## src/rtl/reg_alu_seq.sv

```systemverilog
// reg_alu_seq: instruction sequencer feeding the register-file/ALU stage.
// Buffers 16-bit instruction words (valid/ready), decodes them and replays
// them as registered Moore strobes. Tracks the stage carry and supports HALT/go.
// Optional feature: define REG_ALU_SEQ_FIFO_EN for a FIFO_DEPTH-word circular
// FIFO buffer; otherwise a single-word holding register is used.
module reg_alu_seq #(
    parameter int FIFO_DEPTH = 4
) (
    input  logic        clk,
    input  logic        reset,
    input  logic        in_valid,
    input  logic [15:0] in_instr,
    output logic        in_ready,
    input  logic        go,
    input  logic        alu_cout,
    output logic        sel,
    output logic        wr,
    output logic [1:0]  op,
    output logic [2:0]  rd_addr_a,
    output logic [2:0]  rd_addr_b,
    output logic [2:0]  wr_addr,
    output logic [15:0] d_in,
    output logic        carry,
    output logic        halted,
    output logic        busy
);

    typedef enum logic [2:0] {
        S_IDLE, S_NOP, S_LDI_WR, S_ALU_RD, S_ALU_WR, S_HALT
    } state_t;

    if ((FIFO_DEPTH < 2) || ((FIFO_DEPTH & (FIFO_DEPTH - 1)) != 0)) begin : g_bad_depth
        $error("reg_alu_seq: FIFO_DEPTH must be a power of two and >= 2");
    end

    state_t      state_q, state_d;
    logic [15:0] instr_q, instr_d;
    logic        push, pop, buf_empty, buf_full_d, buf_nonempty_d;
    logic [15:0] head;
    logic        in_ready_q;

    logic        wr_q, wr_d, sel_q, sel_d, carry_q, halted_q, halted_d, busy_q, busy_d;
    logic [1:0]  op_q, op_d;
    logic [2:0]  ra_q, ra_d, rb_q, rb_d, wa_q, wa_d;
    logic [15:0] din_q, din_d;

    // in_ready is registered from next occupancy, so it never reacts to a same-cycle pop
    assign push = in_valid & in_ready_q;

`ifdef REG_ALU_SEQ_FIFO_EN
    localparam int AW = $clog2(FIFO_DEPTH);
    localparam logic [AW-1:0] PTR_ONE  = (AW)'(1);
    localparam logic [AW:0]   CNT_ONE  = (AW + 1)'(1);
    localparam logic [AW:0]   CNT_FULL = (AW + 1)'(FIFO_DEPTH);

    logic [15:0]   mem_q [FIFO_DEPTH];
    logic [AW-1:0] wptr_q, rptr_q;
    logic [AW:0]   count_q, count_d;

    // Occupancy after this edge's push/pop
    always_comb begin
        count_d = count_q;
        if (push && !pop) begin
            count_d = count_q + CNT_ONE;
        end else if (!push && pop) begin
            count_d = count_q - CNT_ONE;
        end
    end

    // FIFO pointers and occupancy; pointers wrap naturally at the power-of-two depth
    always_ff @(posedge clk or negedge reset) begin
        if (!reset) begin
            wptr_q  <= '0;
            rptr_q  <= '0;
            count_q <= '0;
        end else begin
            if (push) wptr_q <= wptr_q + PTR_ONE;
            if (pop)  rptr_q <= rptr_q + PTR_ONE;
            count_q <= count_d;
        end
    end

    // FIFO storage, data only
    always_ff @(posedge clk) begin
        if (push) mem_q[wptr_q] <= in_instr;
    end

    assign buf_empty      = (count_q == '0);
    assign head           = mem_q[rptr_q];
    assign buf_full_d     = (count_d == CNT_FULL);
    assign buf_nonempty_d = (count_d != '0);
`else
    logic [15:0] hold_q;
    logic        full_q;

    // A push only happens when empty and a pop only when full, so they never coincide
    always_comb begin
        buf_full_d = full_q;
        if (push) begin
            buf_full_d = 1'b1;
        end else if (pop) begin
            buf_full_d = 1'b0;
        end
    end

    // Holding-register occupancy flag
    always_ff @(posedge clk or negedge reset) begin
        if (!reset) full_q <= 1'b0;
        else        full_q <= buf_full_d;
    end

    // Holding-register data
    always_ff @(posedge clk) begin
        if (push) hold_q <= in_instr;
    end

    assign buf_empty      = ~full_q;
    assign head           = hold_q;
    assign buf_nonempty_d = buf_full_d;
`endif

    // Next state: issue-point states pop the head word when one is buffered
    always_comb begin
        state_d = state_q;
        instr_d = instr_q;
        pop     = 1'b0;
        case (state_q)
            S_ALU_RD: state_d = S_ALU_WR;
            S_HALT:   if (go) state_d = S_IDLE;
            default: begin
                if (!buf_empty) begin
                    pop     = 1'b1;
                    instr_d = head;
                    case (head[15:14])
                        2'b00:   state_d = S_NOP;
                        2'b01:   state_d = S_LDI_WR;
                        2'b10:   state_d = S_ALU_RD;
                        default: state_d = S_HALT;
                    endcase
                end else begin
                    state_d = S_IDLE;
                end
            end
        endcase
    end

    // Output values for the state being entered; addresses and op hold otherwise
    always_comb begin
        wr_d  = 1'b0;
        sel_d = 1'b0;
        din_d = '0;
        op_d  = op_q;
        ra_d  = ra_q;
        rb_d  = rb_q;
        wa_d  = wa_q;
        case (state_d)
            S_LDI_WR: begin
                wr_d  = 1'b1;
                wa_d  = instr_d[13:11];
                din_d = {8'h00, instr_d[7:0]};
            end
            S_ALU_RD, S_ALU_WR: begin
                wr_d  = (state_d == S_ALU_WR);
                sel_d = 1'b1;
                op_d  = instr_d[13:12];
                wa_d  = instr_d[11:9];
                ra_d  = instr_d[8:6];
                rb_d  = instr_d[5:3];
            end
            default: ;
        endcase
        halted_d = (state_d == S_HALT);
        busy_d   = (state_d != S_IDLE) || buf_nonempty_d;
    end

    // State and registered outputs; async reset drops every strobe immediately
    always_ff @(posedge clk or negedge reset) begin
        if (!reset) begin
            state_q    <= S_IDLE;
            in_ready_q <= 1'b0;
            wr_q       <= 1'b0;
            sel_q      <= 1'b0;
            op_q       <= '0;
            ra_q       <= '0;
            rb_q       <= '0;
            wa_q       <= '0;
            din_q      <= '0;
            carry_q    <= 1'b0;
            halted_q   <= 1'b0;
            busy_q     <= 1'b0;
        end else begin
            state_q    <= state_d;
            in_ready_q <= ~buf_full_d;
            wr_q       <= wr_d;
            sel_q      <= sel_d;
            op_q       <= op_d;
            ra_q       <= ra_d;
            rb_q       <= rb_d;
            wa_q       <= wa_d;
            din_q      <= din_d;
            halted_q   <= halted_d;
            busy_q     <= busy_d;
            if (state_q == S_ALU_WR) carry_q <= alu_cout;
        end
    end

    // Decoded word being executed, data only
    always_ff @(posedge clk) begin
        instr_q <= instr_d;
    end

    assign in_ready  = in_ready_q;
    assign wr        = wr_q;
    assign sel       = sel_q;
    assign op        = op_q;
    assign rd_addr_a = ra_q;
    assign rd_addr_b = rb_q;
    assign wr_addr   = wa_q;
    assign d_in      = din_q;
    assign carry     = carry_q;
    assign halted    = halted_q;
    assign busy      = busy_q;

endmodule

```

## config.mk

```make
export PLATFORM = sky130hd
export DESIGN_NAME = reg_alu_seq
export DESIGN_NICKNAME = d
export VERILOG_FILES = /design/src/rtl/reg_alu_seq.sv
export SDC_FILE = /design/constraint.sdc
export NUM_CORES = 1
export LEC_CHECK = 0
export CAP_MARGIN = 20
export CORE_ASPECT_RATIO = 1.75
export CORE_UTILIZATION = 52
export DETAILED_ROUTE_END_ITERATION = 10
export HOLD_SLACK_MARGIN = 0.1
export PLACE_DENSITY = 0.84
export SLEW_MARGIN = 30
export SYNTH_ARGS = -nofsm -noshare
export SYNTH_HDL_FRONTEND = slang
export SYNTH_SLANG_ARGS = --single-unit
```

## constraint.sdc

```tcl
create_clock -name clk -period 3.75 [get_ports clk]
set_input_delay 0.75 -clock clk [delete_from_list [all_inputs] [get_ports clk]]
set_output_delay 0.75 -clock clk [all_outputs]
set_load 0.01 [all_outputs]
```

# Word-level counts from Yosys, hierarchy flattened
# Index checks and enable logic that the tools add are counted.
[classes]
n_eq_ne = 9
reduce_logical = 6
muxes = 14
bitwise = 2
[ops]
columns = ["cell", "n"]
rows = [
  ["two-way mux 14 bit", 2],
  ["== test 3 bit (second input constant)", 4],
  ["case mux 3 bit (2 select lines)", 2],
  ["== test 3 x 2 -> 1 bit (second input constant)", 3],
  ["case mux 3 bit (3 select lines)", 1],
  ["two-way mux 8 bit", 1],
  ["two-way mux 3 bit", 2],
  ["two-way mux 1 bit", 5],
  ["OR reduction 2 bit", 2],
  ["nonzero test 3 bit", 1],
  ["== test 2 x 1 -> 1 bit (second input constant)", 1],
  ["== test 2 bit (second input constant)", 1],
  ["logical NOT 2 bit", 1],
  ["case mux 1 bit (2 select lines)", 1],
  ["nonzero test 2 bit", 1],
  ["AND 1 bit", 1],
  ["logical OR 1 bit", 1],
  ["NOT 1 bit", 1],
]
[totals]
out_inout_bits = 33
reg_bits = 67

# Logic depth before layout (Yosys ltp)
[depth]
ltp_word = 7
depth_mapped = 8
ltp_nobuf = 7

# Worst setup path after synthesis
# Ideal clock, no wire load.
[synth_path]
path_kind = "input -> register"
from = "in go"
to = "reg wa_q[0], in the netlist wr_addr[0]"
setup_slack_ns = 1.595
setup_time_ns = 0.126
cell_stages = 5
arrival_ns = 2.029
cell_sequence = "or4bb_1 o311ai_1 or3_4 nand2_1 a221o_1"
[synth_between]
elab_chain_cells = 5
[synth_lines]
columns = ["element", "line", "rtl"]
rows = [
  ["from (decl)", "14", "input logic go,"],
  ["two-way mux 3 bit (*)", "129", "S_HALT: if (go) state_d = S_IDLE;"],
  ["case mux 3 bit (2 select lines) (*)", "127", "case (state_q)"],
  ["== test 3 bit or == test 3 x 2 -> 1 bit (tied branches)", "156", "case (state_d)"],
  ["OR reduction 2 bit", "156", ""],
  ["case mux 3 bit (2 select lines) or nonzero test 2 bit (tied branches)", "-", ""],
  ["to (signal assigned)", "199", "wa_q <= wa_d;"],
  ["to (decl)", "44", "logic [2:0] ra_q, ra_d, rb_q, rb_d, wa_q, wa_d;"],
]
# Every way passes the cells marked *; elsewhere a longest branch is shown, timed or not.
# A chain may end at the register's enable or synchronous reset.

# Worst setup path in the final report
[layout_path]
from = "reg state_q[1]"
to = "reg wa_q[2], in the netlist wr_addr[2]"
[layout_between]
elab_chain_cells = 5
[layout_lines]
columns = ["element", "line", "rtl"]
rows = [
  ["from (decl)", "36", "state_t state_q, state_d;"],
  ["from (signal assigned)", "192", "state_q <= state_d;"],
  ["== test 3 bit, or another cell as far along", "127", ""],
  ["case mux 3 bit (2 select lines)", "127", ""],
  ["== test 3 bit or == test 3 x 2 -> 1 bit (tied branches)", "156", ""],
  ["OR reduction 2 bit", "156", ""],
  ["case mux 3 bit (2 select lines) or nonzero test 2 bit (tied branches)", "-", ""],
]
# Parallel ways exist; a longest one is shown, timed or not.

==> flow_summary.yaml <==
outcome:
  outcome: "completed"
yosys:
  synth-edff-count: 16
  yosysTopAreaCellShare_pct: 33.8
  ys_warn_count: 0
  synth_cells: 153
  syn-cell-area_sq_mm: 0.00215
  synth.area.top_cells: "dfrtp_1 (34%), edfxtp_1 (22%), dfxtp_1 (10%), mux2_2 (6.8%), and3_1 (3.8%)"
  ys_types: 37
  avgSynthCellArea_sq_um: 14.0
  ys_async_sr_fraction_pct: 51.8
  synth-seq-cells: 56
  yosysTopAreaCell: "dfrtp_1"
  synth-seq-area-share_pct: 66.4
  synth_flop_cell: "dfrtp_1"
setup_path:
  crit_path_start_kind: "flop"
  worstPathMaxFanout: 14
  crit_required_ps: 3950
  critPathCaptureType: "flop"
  worstSetupPathType: "reg -> reg"
  arrival_ps: 2810
global_routing:
  grt-ovfl-total: 0
  grt_pass1_vias: 1524
  grt_pass1_wl_um: 7130
  grt_usage_pct: 22.7
  grt_max_degree: 30
  antenna_found_initial: 0
sta:
  setup_viol: 0
  min_period_ps: 2610
  relSlewSlack_pct: 41.3
  hold_slack_ps: 485
  fmaxAchievable_ghz: 0.383
  post-route-period-util_pct: 69.7
  maxSlewViolCount: 0
  rsz0062_at_grt: "no"
  hold_viol_final: 0
  worst_slew_pin_slew_ps: 880
  skew_ps: 16.6
  finalSetupTns_ps: 0
floorplan:
  pin_count: 54
  num_rows: 30
  core_area_sq_mm: 0.00390
  die_area_sq_mm: 0.00440
  die_w_um: 50.6
  start_util_pct: 55.0
  die_h_um: 87.0
detailed_routing:
  wire_per_inst_um: 18.1
  dr.pass1.iters: 4
  avgViaCountPerCell: 5.65
  ant_nets: 0
  route.detailed.drc: 0
  vias: 1408
  wl_um: 4520
  initialDrtViolationCount: 72
cts:
  cts_buffer_depth: 2
  cts_setup_buffers: 0
  clk_latency_ps: 310
  clk_pin_slew_ps: 100
  cts_buffers: 5
  cts_tree: "built"
  cts_hold_buf: 0
  h-tree-depth: 2
  cts_resized: 0
  cts_root_buf: "clkbuf_8"
  cts_sinks: 56
layout:
  multi_input_area_sq_um: 628
  n_fill_cell: 319
  layout_commonest_cell: "clkdlybuf4s50_1"
  antenna_cells: 0
  layout_common_cells: "clkdlybuf4s50_1 (45), dfrtp_1 (29), edfxtp_1 (16), mux2_2 (13), and3_1 (13)"
  final_util_pct: 68.9
  seq_area_sq_mm: 0.00143
  syn2layout_area_growth_pct: 25.3
  drive_above_1_share_pct: 13.4
  nets: 223
placed_design:
  globalplace.congestion: 0.890
  port_buffers: 45
  dp_hpwl_um: 3170
power:
  peakVddDrop_v: 0.000447
  finalPower_mw: 1.95
  leakagePower_nw: 1.14
  p_per_area_mw_per_mm2: 723
hold_path:
  min_path_type: "reg -> reg"
job:
  cap_violations: 0
-- report_power, final --
part           total [mW]  switching, mW  leakage, nW  internal (mW)
clock network       0.313          0.182       0.0455          0.131
registers           0.905         0.0953        0.599          0.810
logic               0.728          0.356        0.500          0.372
-- worst max-delay path, cell delays in order, from the launching register on --
cell and delay, ps:
dfrtp_1 440, xor2_1 200, a21oi_2 690, nand2b_4 120, inv_2 230, nand2_1 270, and3_1 280, a221o_1 260
-- final cells by class --
| type | count | area share (%) |
|---|---|---|
| multi-input combinational | 83 | 23.3 |
| sequential | 56 | 53.0 |
| timing repair buffer | 48 | 17.5 |
| tap | 48 | 2.23 |
| clock buffer | 6 | 2.70 |
| clock inverter | 2 | 0.418 |
| inverter | 6 | 0.837 |
-- flip-flops by register name, summed over array words and instances (netlist names) --
signal,count
busy,1
carry,1
d_in,8
full_q,1
halted,1
head,16
in_ready,1
instr_q,11
op,2
rd_addr_a,3
rd_addr_b,3
sel,1
state_q,3
wr,1
wr_addr,3
-- metal layers --
metal | vias up | GRT usage (%) | routed length [um]
li1 | 646 | - | -
met1 | 696 | 24.7 | 1630
met2 | 60 | 41.1 | 2610
met3 | 6 | 3.66 | 194
met4 | 0 | 11.9 | 77
met5 | - | 0 | 0
-- cell families after synthesis --
| family | after synthesis | synth area share, % |
|---|---|---|
| and+or+nand+nor | 28 | 8.68 |
| DFF | 56 | 66.4 |
| buffers and inverters | 21 | 5.54 |
| adders and majority gates | 2 | 1.17 |
| other | 1 | 0.175 |
| muxes | 13 | 6.82 |
| xor gates and xnor gates | 1 | 0.408 |
| AOI/OAI and AO/OA | 31 | 10.8 |
-- worst paths after layout --
path | from | endpoint | slack, ps | cells after the start
max in group asynchronous | reset | op[0] | 2660 | 2
max reg2reg | state_q[1] | wr_addr[2] | 1140 | 7
min reg2reg | instr_q[8] | instr_q[8] | 480 | 1
max | state_q[1] | wr_addr[2] | 1140 | 7
min in group asynchronous | reset | rd_addr_b[0] | 800 | 2
min | instr_q[8] | instr_q[8] | 480 | 1
-- cells in the mapped netlist, drive strengths merged, types with 2 or more instances --
cell type and n:
a21oi 2, a221o 3, a22oi 7, a32oi 7
and2 2, and3 13, buf 11, clkbuf 4
dfrtp 29, dfxtp 11, edfxtp 16, ha 2
inv 6, mux2 13, nand2 2, nand3 2
nor2 2, o21ai 7
-- through the flow --
step / cells / cell area, sq um / setup slack, ps
final: 249 / 2690 / 1140
after global routing: 249 / 2690 / 969
after CTS: 248 / 2690 / 1080
after detailed placement: 240 / 2600 / 846
after global placement: 240 / 2600 / 982
after floorplan: 160 / 2170 / 1590
Power figures use the tool's default switching activity.
